--- src/rtl/pipe_stage_elastic.sv ---
// pipe_stage_elastic: DEPTH-stage valid/ready register chain carrying a
// WIDTH-bit payload, with per-stage flush and an occupancy count.
// Build option: define PIPE_STAGE_SKID_EN to give every stage a skid register.
// That makes in_ready a flop output and doubles the capacity to 2*DEPTH.
// Without the option, stage ready ripples combinationally from out_ready.
module pipe_stage_elastic #(
    parameter int WIDTH = 32,
    parameter int DEPTH = 4
) (
    input  logic                         clk,
    input  logic                         rst,
    input  logic                         in_valid,
    output logic                         in_ready,
    input  logic [WIDTH-1:0]             in_data,
    output logic                         out_valid,
    input  logic                         out_ready,
    output logic [WIDTH-1:0]             out_data,
    input  logic [DEPTH-1:0]             flush_mask,
    output logic [$clog2(2*DEPTH+1)-1:0] occ
);
    localparam int OCC_W = $clog2(2*DEPTH+1);

    logic [DEPTH-1:0][WIDTH-1:0] main_data;
    logic [DEPTH-1:0]            main_valid;
    logic [DEPTH-1:0][WIDTH-1:0] up_data;
    logic [DEPTH-1:0]            up_valid;
    logic [DEPTH-1:0]            up_ready;

    // Upstream side of each stage: stage 0 sees the input port, others the previous main
    always_comb begin
        up_valid[0] = in_valid;
        up_data[0]  = in_data;
        for (int k = 1; k < DEPTH; k++) begin
            up_valid[k] = main_valid[k-1];
            up_data[k]  = main_data[k-1];
        end
    end

`ifdef PIPE_STAGE_SKID_EN
    logic [DEPTH-1:0][WIDTH-1:0] skid_data;
    logic [DEPTH-1:0]            skid_valid;
    logic [DEPTH:0]              rdy_chain;
    logic [DEPTH-1:0]            acc;
    logic [DEPTH-1:0]            xfer;

    // Ready is the inverted skid flag, so no path exists from out_ready to in_ready
    always_comb begin
        up_ready  = ~skid_valid;
        rdy_chain = {out_ready, up_ready};
        acc       = up_valid & up_ready;
        xfer      = main_valid & rdy_chain[DEPTH:1];
    end

    // Main/skid update per stage; a flush clears both valid bits but never blocks a handshake
    always_ff @(posedge clk) begin
        if (rst) begin
            main_valid <= '0;
            skid_valid <= '0;
            main_data  <= '0;
            skid_data  <= '0;
        end else begin
            for (int k = 0; k < DEPTH; k++) begin
                if (!main_valid[k]) begin
                    if (acc[k]) begin
                        main_valid[k] <= 1'b1;
                        main_data[k]  <= up_data[k];
                    end
                end else if (xfer[k]) begin
                    // skid holds the older beat, so it refills main first
                    if (skid_valid[k]) begin
                        main_data[k]  <= skid_data[k];
                        skid_valid[k] <= 1'b0;
                    end else if (acc[k]) begin
                        main_data[k]  <= up_data[k];
                    end else begin
                        main_valid[k] <= 1'b0;
                    end
                end else if (acc[k]) begin
                    skid_valid[k] <= 1'b1;
                    skid_data[k]  <= up_data[k];
                end
                if (flush_mask[k]) begin
                    main_valid[k] <= 1'b0;
                    skid_valid[k] <= 1'b0;
                end
            end
        end
    end
`else
    // Ready ripples back from the output: a stage takes a beat when empty or draining
    always_comb begin
        logic r;
        r = out_ready;
        for (int k = DEPTH - 1; k >= 0; k--) begin
            r           = !main_valid[k] || r;
            up_ready[k] = r;
        end
    end

    // Plain register per stage, advanced whenever its ready is high
    always_ff @(posedge clk) begin
        if (rst) begin
            main_valid <= '0;
            main_data  <= '0;
        end else begin
            for (int k = 0; k < DEPTH; k++) begin
                if (up_ready[k]) begin
                    main_valid[k] <= up_valid[k];
                    if (up_valid[k]) main_data[k] <= up_data[k];
                end
                if (flush_mask[k]) main_valid[k] <= 1'b0;
            end
        end
    end
`endif

    assign in_ready  = up_ready[0];
    assign out_valid = main_valid[DEPTH-1];
    assign out_data  = main_data[DEPTH-1];

    // Occupancy is the population count of the (post-edge) valid flops
    always_comb begin
        occ = '0;
        for (int k = 0; k < DEPTH; k++) begin
            occ = occ + OCC_W'(main_valid[k]);
`ifdef PIPE_STAGE_SKID_EN
            occ = occ + OCC_W'(skid_valid[k]);
`endif
        end
    end
endmodule

--- config.mk ---
export PLATFORM = sky130hd
export DESIGN_NAME = pipe_stage_elastic
export DESIGN_NICKNAME = d
export VERILOG_FILES = /design/src/rtl/pipe_stage_elastic.sv
export SDC_FILE = /design/constraint.sdc
export NUM_CORES = 1
export LEC_CHECK = 0
export CORE_UTILIZATION = 55
export CTS_BUF_LIST = sky130_fd_sc_hd__clkbuf_16
export DETAILED_ROUTE_END_ITERATION = 12
export MAX_ROUTING_LAYER = met4
export PLACE_DENSITY = 0.91
export RECOVER_POWER = 50
export SKIP_CTS_REPAIR_TIMING = 1
export SYNTH_ARGS = -nofsm -noshare
export SYNTH_HDL_FRONTEND = slang
export SYNTH_SLANG_ARGS = --single-unit
--- constraint.sdc ---
create_clock -name clk -period 2.1 [get_ports clk]
set_input_delay 0.42 -clock clk [delete_from_list [all_inputs] [get_ports clk]]
set_output_delay 0.42 -clock clk [all_outputs]
set_load 0.01 [all_outputs]
==> metrics.cfg <==
[timing]
fin_crit_sh = 1.094
maxSlewViolCount = 0
clock_skew_ns = 0.01162
setup_viol = 7
timing.fmax_mhz = 435.4
hold_viol = 0
tightestPinTransition_ns = 0.8763
fin_crit_ns = 2.297
finalWorstSetupSlack_ns = -0.1970
maxSlewHeadroom = 0.4158
rsz0062_at_grt = true

[critical_path]
slowest_stage = fa_1
path_delay_family = adder cells
crit_path_max_fanout = 2
timing.rr.start = main_valid[2]
start_kind = flip-flop
critPathArrivalTime_ns = 1.88
critical_path.max_stage_delay_ns = 0.54
timing.rr.end = main_data[85]
rrSetupSlack_ns = 0.08
path_buf_inv = 3
worst_ep_required_time_ns = 1.68
worst-setup-path-type = flip-flop to primary output
reg2regPathDepth = 5
cp-end-kind = primary output
path_cells = inv_2 -> fa_1 -> inv_2 -> ha_4 -> ha_4 -> buf_6

[pwr]
power_density_mw_per_mm2 = 817.1
pwr-share-comb = 0.074
max-vdd-ir-drop_mv = 0.5570
pwr-share-seq = 0.460
p_switching_uw = 1283
pwr-share-clk = 0.466
p_int_uw = 4461
swShare = 0.2234
p_leak_uw = 0.002686

[layout]
num-fill-cells = 770
nNetsFinal = 734
postLayoutCellArea_sq_mm = 0.007030
final_common_cell = dfxtp_1
synthToLayoutAreaGrowth_pct = 16.96
drive_above_1_share = 0.08702
final_cell_mix = 130 x dfxtp_1, 129 x nand2_1, 64 x mux2i_1
stdcell_count = 838

[floorplan]
fp.dieW_microns = 106.5
initial_core_util = 0.5745
die-area_sq_mm = 0.01135
die_h_microns = 106.5
core_sq_mm = 0.01046
rows = 37
ios = 78

[clock_tree]
insertion_delay_ns = 0.42
cts_buffers = 17
clk_pin_slew_worst_paths_ns = 0.05
cts-htree-levels = 4
cts_tree = yes
cts.sinks = 132
root_buffer = clkbuf_16
cts_buffer_depth = 2

[route]
postRouteAntennaNets = 0
drt_wl_total_mm = 14.83
drc = 0
first_iter_violations = 403
first_pass_iters = 7
wl_per_cell_microns = 17.70
vias = 5157
viasPerCell = 6.154

[run_status]
status = finished with violations
violations = negative setup slack

[synth]
synthCells = 677
netlist.area_leader.share = 0.4396
yosys_warnings = 0
syn_area_sq_mm = 0.006011
synth_nets = 720
synth.distinct_cells = 33
avgSynthCellArea_sq_um = 8.879
synth_top_cell_by_area = dfxtp_1
ys_seq_area_frac = 0.4396
ys_seq_elements = 132
yosys-top-cells-area = dfxtp_1 44%, mux2i_1 11%, nand2_1 8.1%

[worst_hold_path]
hold_class = input pin to flip-flop
min_from = rst
hold_path_depth = 2
min_to = main_data[17]

[placed_design]
numPortBuffers = 76
placed_cell_area_sq_mm = 0.006534
dp_cells = 808
gp_congestion = 0.7825
dp_hpwl_mm = 9.108

[global_routing]
grt_max_degree = 67
first_global_vias = 4933
overflow = 0
grt_pass1_wl_mm = 24.12
antenna_found_initial = 0
track_usage = 0.2748

[job]
cap_violations = 0

[worst reg2reg max path, stage by stage, from the launching register on]
cell and delay (ns):
dfxtp_1 0.39, buf_4 0.36, inv_1 0.11, o21ai_0 0.23, clkbuf_4 0.56, mux2i_1 0.30
[registers in the layout, summed over array words and instances, names as in the netlist]
signal	cells
main_data	96
main_valid	4
out_data	32
[Yosys cell counts]
cell / count
nor3_2: 2
buf_1: 2
a31oi_1: 32
a21oi_2: 1
nand2b_1: 1
o311ai_1: 32
nand3_1: 32
nor3b_1: 32
mux2i_1: 64
nor2b_1: 2
nor2_8: 1
buf_4: 36
o21ai_0: 32
nand4_1: 32
buf_8: 3
buf_6: 5
dfxtp_1: 132
nor2_1: 1
a21oi_1: 33
nor3_1: 1
buf_12: 1
and2b_1: 1
ha_1: 2
buf_2: 28
nand2_1: 129
inv_2: 2
o21ai_4: 1
inv_1: 5
conb_1: 1
fa_1: 1
a211oi_1: 1
clkbuf_1: 28
and4b_1: 1
[power by group through the flow]
stage,clock network (uW),logic [uW],registers [uW]
floorplan,0,272,2670
global placement,0,398,2680
detailed placement,0,420,2690
CTS,2670,427,2640
global route,2790,461,2650
finish,2680,427,2640
[kinds of logic (layout without fill, tap and decap cells)]
group | count (synthesis) | in the layout | share of synthesized area
buf+inv | 110 | 134 | 0.1116
simple gates | 235 | 235 | 0.1946
fa+ha+maj | 3 | 3 | 0.007493
mux | 64 | 64 | 0.1066
flops | 132 | 132 | 0.4396
other cells | 1 | 2 | 0.0006239
compound gates | 132 | 132 | 0.1395
[metal layers]
layer,vias to the layer above,part of all wire,GRT usage
met5,-,0,-
met4,0,0.020,0.09491
met3,36,0.068,0.05334
met2,274,0.49,0.4337
met1,2428,0.42,0.3531
li1,2419,-,-
[per-stage QoR]
stage                     TNS (ns)  power (uW)  hold slack, ns  setup WS [ns]  utilization
after detailed placement    -4.238        3109          0.4568        -0.2336       0.6245
after global placement      -2.833        3078          0.4485        -0.1972       0.6245
after CTS                   -1.821        5732          0.3198        -0.6532       0.6748
final                      -0.4086        5745          0.3558        -0.1970       0.6720
after floorplan                  0        2941          0.4387        0.09878            -
after global routing        -1.982        5898          0.3581        -0.2362       0.6717
[how the worst max path moves through the flow]
stage / depth (start not counted) / startpoint / end
5_1_grt: 6 / main_valid[0] / occ[1]
3_3_place_gp: 6 / main_valid[3] / occ[1]
6_report: 6 / main_valid[0] / occ[1]
2_1_floorplan: 6 / main_valid[0] / occ[1]
3_5_place_dp: 6 / out_ready / main_data[1]
4_1_cts: 6 / main_valid[3] / occ[1]
[area by class of cell]
| cell class | count | area [sq um] | share of cell area |
|---|---|---|---|
| clock buffer | 17 | 425.4 | 0.06051 |
| antenna | 1 | 2.502 | 0.0003559 |
| sequential | 132 | 2645 | 0.3762 |
| inverter | 7 | 28.78 | 0.004093 |
| timing repair buffer | 98 | 962.2 | 0.1369 |
| clock inverter | 12 | 101.3 | 0.01442 |
| multi-input combinational | 435 | 2695 | 0.3833 |
| tap | 136 | 170.2 | 0.02420 |
Power figures use the tool's default switching activity.
